`src/rtl/spi_pwm_master.sv`:
```
// SPI mode-0 initiator for the PWM IO expander.
// Sends {Address, DataIn} MSB first and returns the MISO byte seen during DataIn.
module spi_pwm_master #(
    parameter int ClkDiv = 4
) (
    input  logic       CLK,
    input  logic       _RST,
    input  logic       Start,
    input  logic [7:0] Address,
    input  logic [7:0] DataIn,
    output logic       Busy,
    output logic       Done,
    output logic [7:0] RXData,
    output logic       _CS,
    output logic       SCLK,
    output logic       MOSI,
    input  logic       MISO
);

    localparam int CW = (ClkDiv > 1) ? $clog2(ClkDiv) : 1;
    localparam logic [CW-1:0] CntMax = CW'(ClkDiv - 1);

    localparam logic [2:0] IDLE  = 3'd0;
    localparam logic [2:0] SETUP = 3'd1;
    localparam logic [2:0] SHIFT = 3'd2;
    localparam logic [2:0] HOLD  = 3'd3;
    localparam logic [2:0] GAP   = 3'd4;

    logic [2:0]    state_q, state_d;
    logic [CW-1:0] cnt_q, cnt_d;
    logic [4:0]    bit_q, bit_d;
    logic [14:0]   tx_q, tx_d;
    logic [7:0]    rx_q, rx_d;
    logic [7:0]    rxdata_q, rxdata_d;
    logic          cs_q, cs_d;
    logic          sclk_q, sclk_d;
    logic          mosi_q, mosi_d;
    logic          busy_q, busy_d;
    logic          done_q, done_d;
    logic          tick;

    assign tick = (cnt_q == CntMax);

    always_comb begin
        state_d  = state_q;
        cnt_d    = tick ? '0 : cnt_q + 1'b1;
        bit_d    = bit_q;
        tx_d     = tx_q;
        rx_d     = rx_q;
        rxdata_d = rxdata_q;
        cs_d     = cs_q;
        sclk_d   = sclk_q;
        mosi_d   = mosi_q;
        busy_d   = busy_q;
        done_d   = 1'b0;
        unique case (state_q)
            IDLE: begin
                cnt_d = '0;
                if (Start) begin
                    state_d = SETUP;
                    cs_d    = 1'b0;
                    busy_d  = 1'b1;
                    mosi_d  = Address[7];
                    tx_d    = {Address[6:0], DataIn};
                    bit_d   = '0;
                end
            end
            SETUP: begin
                if (tick) begin
                    state_d = SHIFT;
                    sclk_d  = 1'b1;
                    rx_d    = {rx_q[6:0], MISO};
                end
            end
            SHIFT: begin
                if (tick) begin
                    if (sclk_q) begin
                        sclk_d = 1'b0;
                        bit_d  = bit_q + 5'd1;
                        if (bit_q != 5'd15) begin
                            mosi_d = tx_q[14];
                            tx_d   = {tx_q[13:0], 1'b0};
                        end
                    // the 16th period still owns its low phase before HOLD
                    end else if (bit_q == 5'd16) begin
                        state_d = HOLD;
                    end else begin
                        sclk_d = 1'b1;
                        rx_d   = {rx_q[6:0], MISO};
                    end
                end
            end
            HOLD: begin
                if (tick) begin
                    state_d = GAP;
                    cs_d    = 1'b1;
                    mosi_d  = 1'b0;
                end
            end
            GAP: begin
                if (tick) begin
                    state_d  = IDLE;
                    done_d   = 1'b1;
                    busy_d   = 1'b0;
                    rxdata_d = rx_q;
                end
            end
            default: begin
                state_d = IDLE;
            end
        endcase
    end

    // rx_q keeps only the newest 8 MISO bits, which are the data-byte bits
    always_ff @(posedge CLK) begin
        if (!_RST) begin
            state_q  <= IDLE;
            cnt_q    <= '0;
            bit_q    <= '0;
            tx_q     <= '0;
            rx_q     <= '0;
            rxdata_q <= '0;
            cs_q     <= 1'b1;
            sclk_q   <= 1'b0;
            mosi_q   <= 1'b0;
            busy_q   <= 1'b0;
            done_q   <= 1'b0;
        end else begin
            state_q  <= state_d;
            cnt_q    <= cnt_d;
            bit_q    <= bit_d;
            tx_q     <= tx_d;
            rx_q     <= rx_d;
            rxdata_q <= rxdata_d;
            cs_q     <= cs_d;
            sclk_q   <= sclk_d;
            mosi_q   <= mosi_d;
            busy_q   <= busy_d;
            done_q   <= done_d;
        end
    end

    assign _CS    = cs_q;
    assign SCLK   = sclk_q;
    assign MOSI   = mosi_q;
    assign Busy   = busy_q;
    assign Done   = done_q;
    assign RXData = rxdata_q;

endmodule

```
`config.mk`:
```
export PLATFORM = sky130hd
export DESIGN_NAME = spi_pwm_master
export DESIGN_NICKNAME = d
export VERILOG_FILES = /design/src/rtl/spi_pwm_master.sv
export SDC_FILE = /design/constraint.sdc
export NUM_CORES = 1
export LEC_CHECK = 0
export BUFFER_PORTS_ARGS = -buffer_cell sky130_fd_sc_hd__buf_2
export CORE_ASPECT_RATIO = 2
export CORE_MARGIN = 2
export CORE_UTILIZATION = 29
export DETAILED_ROUTE_END_ITERATION = 6
export PLACE_DENSITY = 0.54
export SYNTH_ARGS = -nofsm -noshare
export SYNTH_HDL_FRONTEND = slang
export SYNTH_SLANG_ARGS = --single-unit
```
`constraint.sdc`:
```
create_clock -name CLK -period 4.26 [get_ports CLK]
set_clock_uncertainty 0.05 [all_clocks]
set_input_delay 0.213 -clock CLK [delete_from_list [all_inputs] [get_ports CLK]]
set_output_delay 0.213 -clock CLK [all_outputs]
set_load 0.005 [all_outputs]
```
==> results.md <==
Status:
- The flow ran to the end, and the final reports show no timing, DRC or antenna violations.

Yosys:
- The sequential share of the synthesized area is between 40% and 50%.
- Counting flops with an async set or reset pin after synthesis yields a share of 0%.
- The number of distinct library cell variants in the gate-level netlist after synthesis is between 40 and 50.
- The Yosys warning count is 0.
- The number of flops mapped to enable cells by yosys is 0.
- The net count of the mapped netlist is approximately 260.
- For this run, the leading register cell type out of synthesis is dfxtp_1.
- Counting every instance in the synthesized netlist gives roughly 230.
- The average instance in the mapped netlist occupies between 9 and 10 sq um.
- In this run, synthesis produced a sequential element count of between 40 and 50.
- The mapped netlist covers about 2200 sq um.

Power and ir drop:
- The maximum ir drop on the vdd rail is 0.280 mV.
- The fraction of power consumed by combinational cells is approximately 7.3%.
- The power density over the cells is roughly 400 nW/um^2.
- In this run switching power makes up around 22% of total power.
- For this design the total switching power over the nets is approximately 0.22 mW.
- The sequential share of power is 47.2%.
- The analysis attributes to cell leakage a power of about 1.0 nW.
- The internal power is 0.755 mW.
- In this run, the clock network consumes a little under half of the power.

STA:
- The final number of hold-violating endpoints is 0.
- Setup repair after global routing left no endpoint under its margin.
- The relative slew slack is slightly above 40%.
- The clock period could shrink to about 2.3 ns.
- The final cycle utilization of the critical path is a little over half.
- The setup total negative slack is 0 ns.
- For the pin with the worst max-slew slack, the measured transition is between 0.8 and 0.9 ns.
- Setup violations remaining at the end of the flow were counted as 0.
- The number of max-slew violations in the final report came to 0.
- The worst hold margin is between 0.1 and 0.15 ns.
- The maximum clock frequency is roughly 440 MHz.
- After layout, the worst setup slack is ~2 ns.

Drt:
- Summed over all layers, the routed wires come to approximately 4300 microns.
- In this run, the number of DRC markers left after iteration 0 of detailed routing was 88.
- The number of vias after detailed routing is roughly 1700.
- The number of nets with antenna violations after detailed routing is 0.
- Dividing the detail-routed wire length by the instance count gives 12.3 microns.
- The vias per cell is 4.76.
- The DRC violations left is 0.
- For this run, the detailed router's first-pass iteration total came to 3.

Finish:
- 0 antenna diodes ended up in the layout.
- The area used by multi-input combinational logic is about 1100 sq um.
- The finished layout cell area is between 2000 and 2500 sq um.
- At the end of the flow, the number of nets in the layout was 278.
- In the final layout, the share of cells above drive strength 1 is between 20% and 30%.
- The utilization after layout is between 30% and 40%.
- The library cell used most frequently in the layout, excluding fill and tap cells, is dfxtp_1.
- Across the whole layout, storage elements account for 921 sq um.
- Compared with the post-synthesis result, the final layout area differs by 14.7%.
- The library cells used most frequently in the layout, excluding fill and tap cells, are dfxtp_1, buf_2, nand2_1.
- The filler cell count in the final layout is roughly 800.

Worst setup path:
- The reg-to-reg critical path startpoint is cnt_q[0]$_SDFF_PP0_.
- Data on the critical path is required at its endpoint by around 4.4 ns.
- The critical path is of the reg -> reg type.
- The element type at the critical path start is a register.
- The highest fanout seen on the critical path is 29.
- The most critical setup path has its endpoint at tx_q[12]$_SDFFE_PN0P_.
- The worst register-to-register path has a setup slack of 1.99 ns.
- The terminus of the critical flop-to-flop path is tx_q[12]$_SDFFE_PN0P_.
- The critical path data arrival time is between 2 and 2.5 ns.
- Counting cells, the worst reg-to-reg path comes to 6.
- The critical path endpoint category is a register.
- The launch point of the critical path is cnt_q[0]$_SDFF_PP0_.

Clock tree:
- The post-cts gate resize count is 0.
- The number of buffers added to fix hold violations after cts is 0.
- The CTS H-tree depth is 2.
- In this run the post-CTS setup repair buffer count came out at 0.
- The number of clock buffers added by TritonCTS is 5.
- The source-to-sink clock delay at the later pin of the worst-skew pair is 0.29 ns.
- The deepest clock path buffer count is 2.
- The sink count of the clock tree is 46.
- The clock root buffer is clkbuf_16.
- TritonCTS built the clock tree.
- The clock slew at the register clock pins of the worst setup and hold paths is around 0.06 ns.

Placement:
- The pre-CTS worst setup slack is roughly 2 ns.
- Buffers placed on the I/O ports in this run total 32.
- After detailed placement, the total cell area comes to about 2300 sq um.
- At the end of routability-driven placement, the weighted congestion stood at slightly below 0.7.
- The HPWL after detailed placement is ~3000 microns.

Die:
- The width of the chip is between 60 and 70 microns.
- The initial utilization of the core area, before any placement, comes to between 20% and 30%.
- The number of cell rows is 44.
- The vertical extent of the die is 127 microns.
- The total area inside the core boundary comes to about 7300 sq um.
- The number of primary I/O pins is 33.
- The die outline area is ~8300 sq um.

Global routing:
- The number of global-route vias before repair was 1612.
- The combined global-route utilization of all metal layers is between 10 and 15%.
- The first-pass GRT wire length is between 7000 and 8000 microns.
- The maximum number of pins on one net before global-route repair is 32.
- The number of antenna violations at the first check in global routing is 0.
- The total overflow left after global routing is 0.

Worst hold path:
- The classification of the worst-slack hold path is in -> reg.

Job:
- Max-cap violations in this run came to 0.
## worst min path at each step
stage / startpoint / end / slack [ns] / cells past startpoint
after global placement: cnt_q[0]$_SDFF_PP0_ / cnt_q[0]$_SDFF_PP0_ / 0.36 / 1
after detailed placement: cnt_q[0]$_SDFF_PP0_ / cnt_q[0]$_SDFF_PP0_ / 0.38 / 1
after floorplan: DataIn[0] / tx_q[0]$_SDFFE_PN0P_ / 0.31 / 2
final: DataIn[0] / tx_q[0]$_SDFFE_PN0P_ / 0.13 / 3
after CTS: DataIn[0] / tx_q[0]$_SDFFE_PN0P_ / 0.12 / 3
after global routing: DataIn[0] / tx_q[0]$_SDFFE_PN0P_ / 0.13 / 3
## critical path, stage by stage (launching register included)
cell and delay (ns):
dfxtp_1 0.34, ha_1 0.36, nand2b_1 0.42, o41ai_4 0.39, buf_4 0.39, o21ai_1 0.12, a21oi_2 0.12
## cell families after synthesis
logic type	synth area share (%)
adder cells (fa/ha/maj)	2.30
buffers and inverters	7.42
AND/OR/NAND/NOR	16.7
XOR/XNOR	0.403
flip-flops	42.3
multiplexers	6.96
AO/OA/AOI/OAI	23.9
## per-layer routing
| layer | track usage [%] | vias to the layer above | share of wire, % |
|---|---|---|---|
| met3 | 2.84 | 6 | 3.4 |
| met1 | 13.0 | 749 | 42 |
| li1 | - | 867 | - |
| met4 | 4.41 | 0 | 1.8 |
| met5 | 0 | - | 0 |
| met2 | 19.8 | 28 | 53 |
## cell type report
cell class                      count  share of cell area, %
Clock inverter                      3                   1.75
Clock buffer                        5                   5.01
Timing Repair Buffer               33                   6.72
Inverter                            8                   1.20
Tap cell                           92                   4.61
Sequential cell                    46                   36.9
Multi-Input combinational cell    160                   43.8
## power by group through the flow
stage / combinational [mW] / clock, mW / sequential [mW]
after floorplan: 0.0626 / 0 / 0.464
after global placement: 0.0714 / 0 / 0.469
after detailed placement: 0.0719 / 0 / 0.469
after CTS: 0.0721 / 0.458 / 0.459
after global routing: 0.0806 / 0.476 / 0.462
final: 0.0706 / 0.443 / 0.459
## registers in the layout (all words and copies together), names as in the netlist
signal	count
Busy	1
Done	1
MOSI	1
RXData	8
SCLK	1
_CS	1
bit_q	5
cnt_q	2
rx_q	8
state_q	3
tx_q	15
## synth_stat cells, types with 3 or more instances
master    count  share of area, %
o21ai_0       7               1.6
dfxtp_1      46                42
o21a_1       10               3.5
a21oi_2      14               5.6
inv_1         8               1.4
o21ai_1      12               2.8
nand3b_1      4               1.4
clkbuf_1     10               1.7
nor2b_1       3              0.86
nand2_1      22               3.8
nor2_1        5              0.86
nand2b_1      4               1.1
mux2i_1      14               6.4
nand3_1      10               2.3
a21oi_1      14               3.2
nor3b_1       6               2.1
ha_1          4               2.3
buf_2         5               1.1
o211ai_1      3               1.0
## per-stage QoR
stage | cells | total power [mW]
final | 347 | 0.973
after global routing | 347 | 1.02
after CTS | 347 | 0.989
after detailed placement | 339 | 0.541
after global placement | 339 | 0.540
after floorplan | 234 | 0.526
Note: power is estimated with default switching activity, not from simulation.
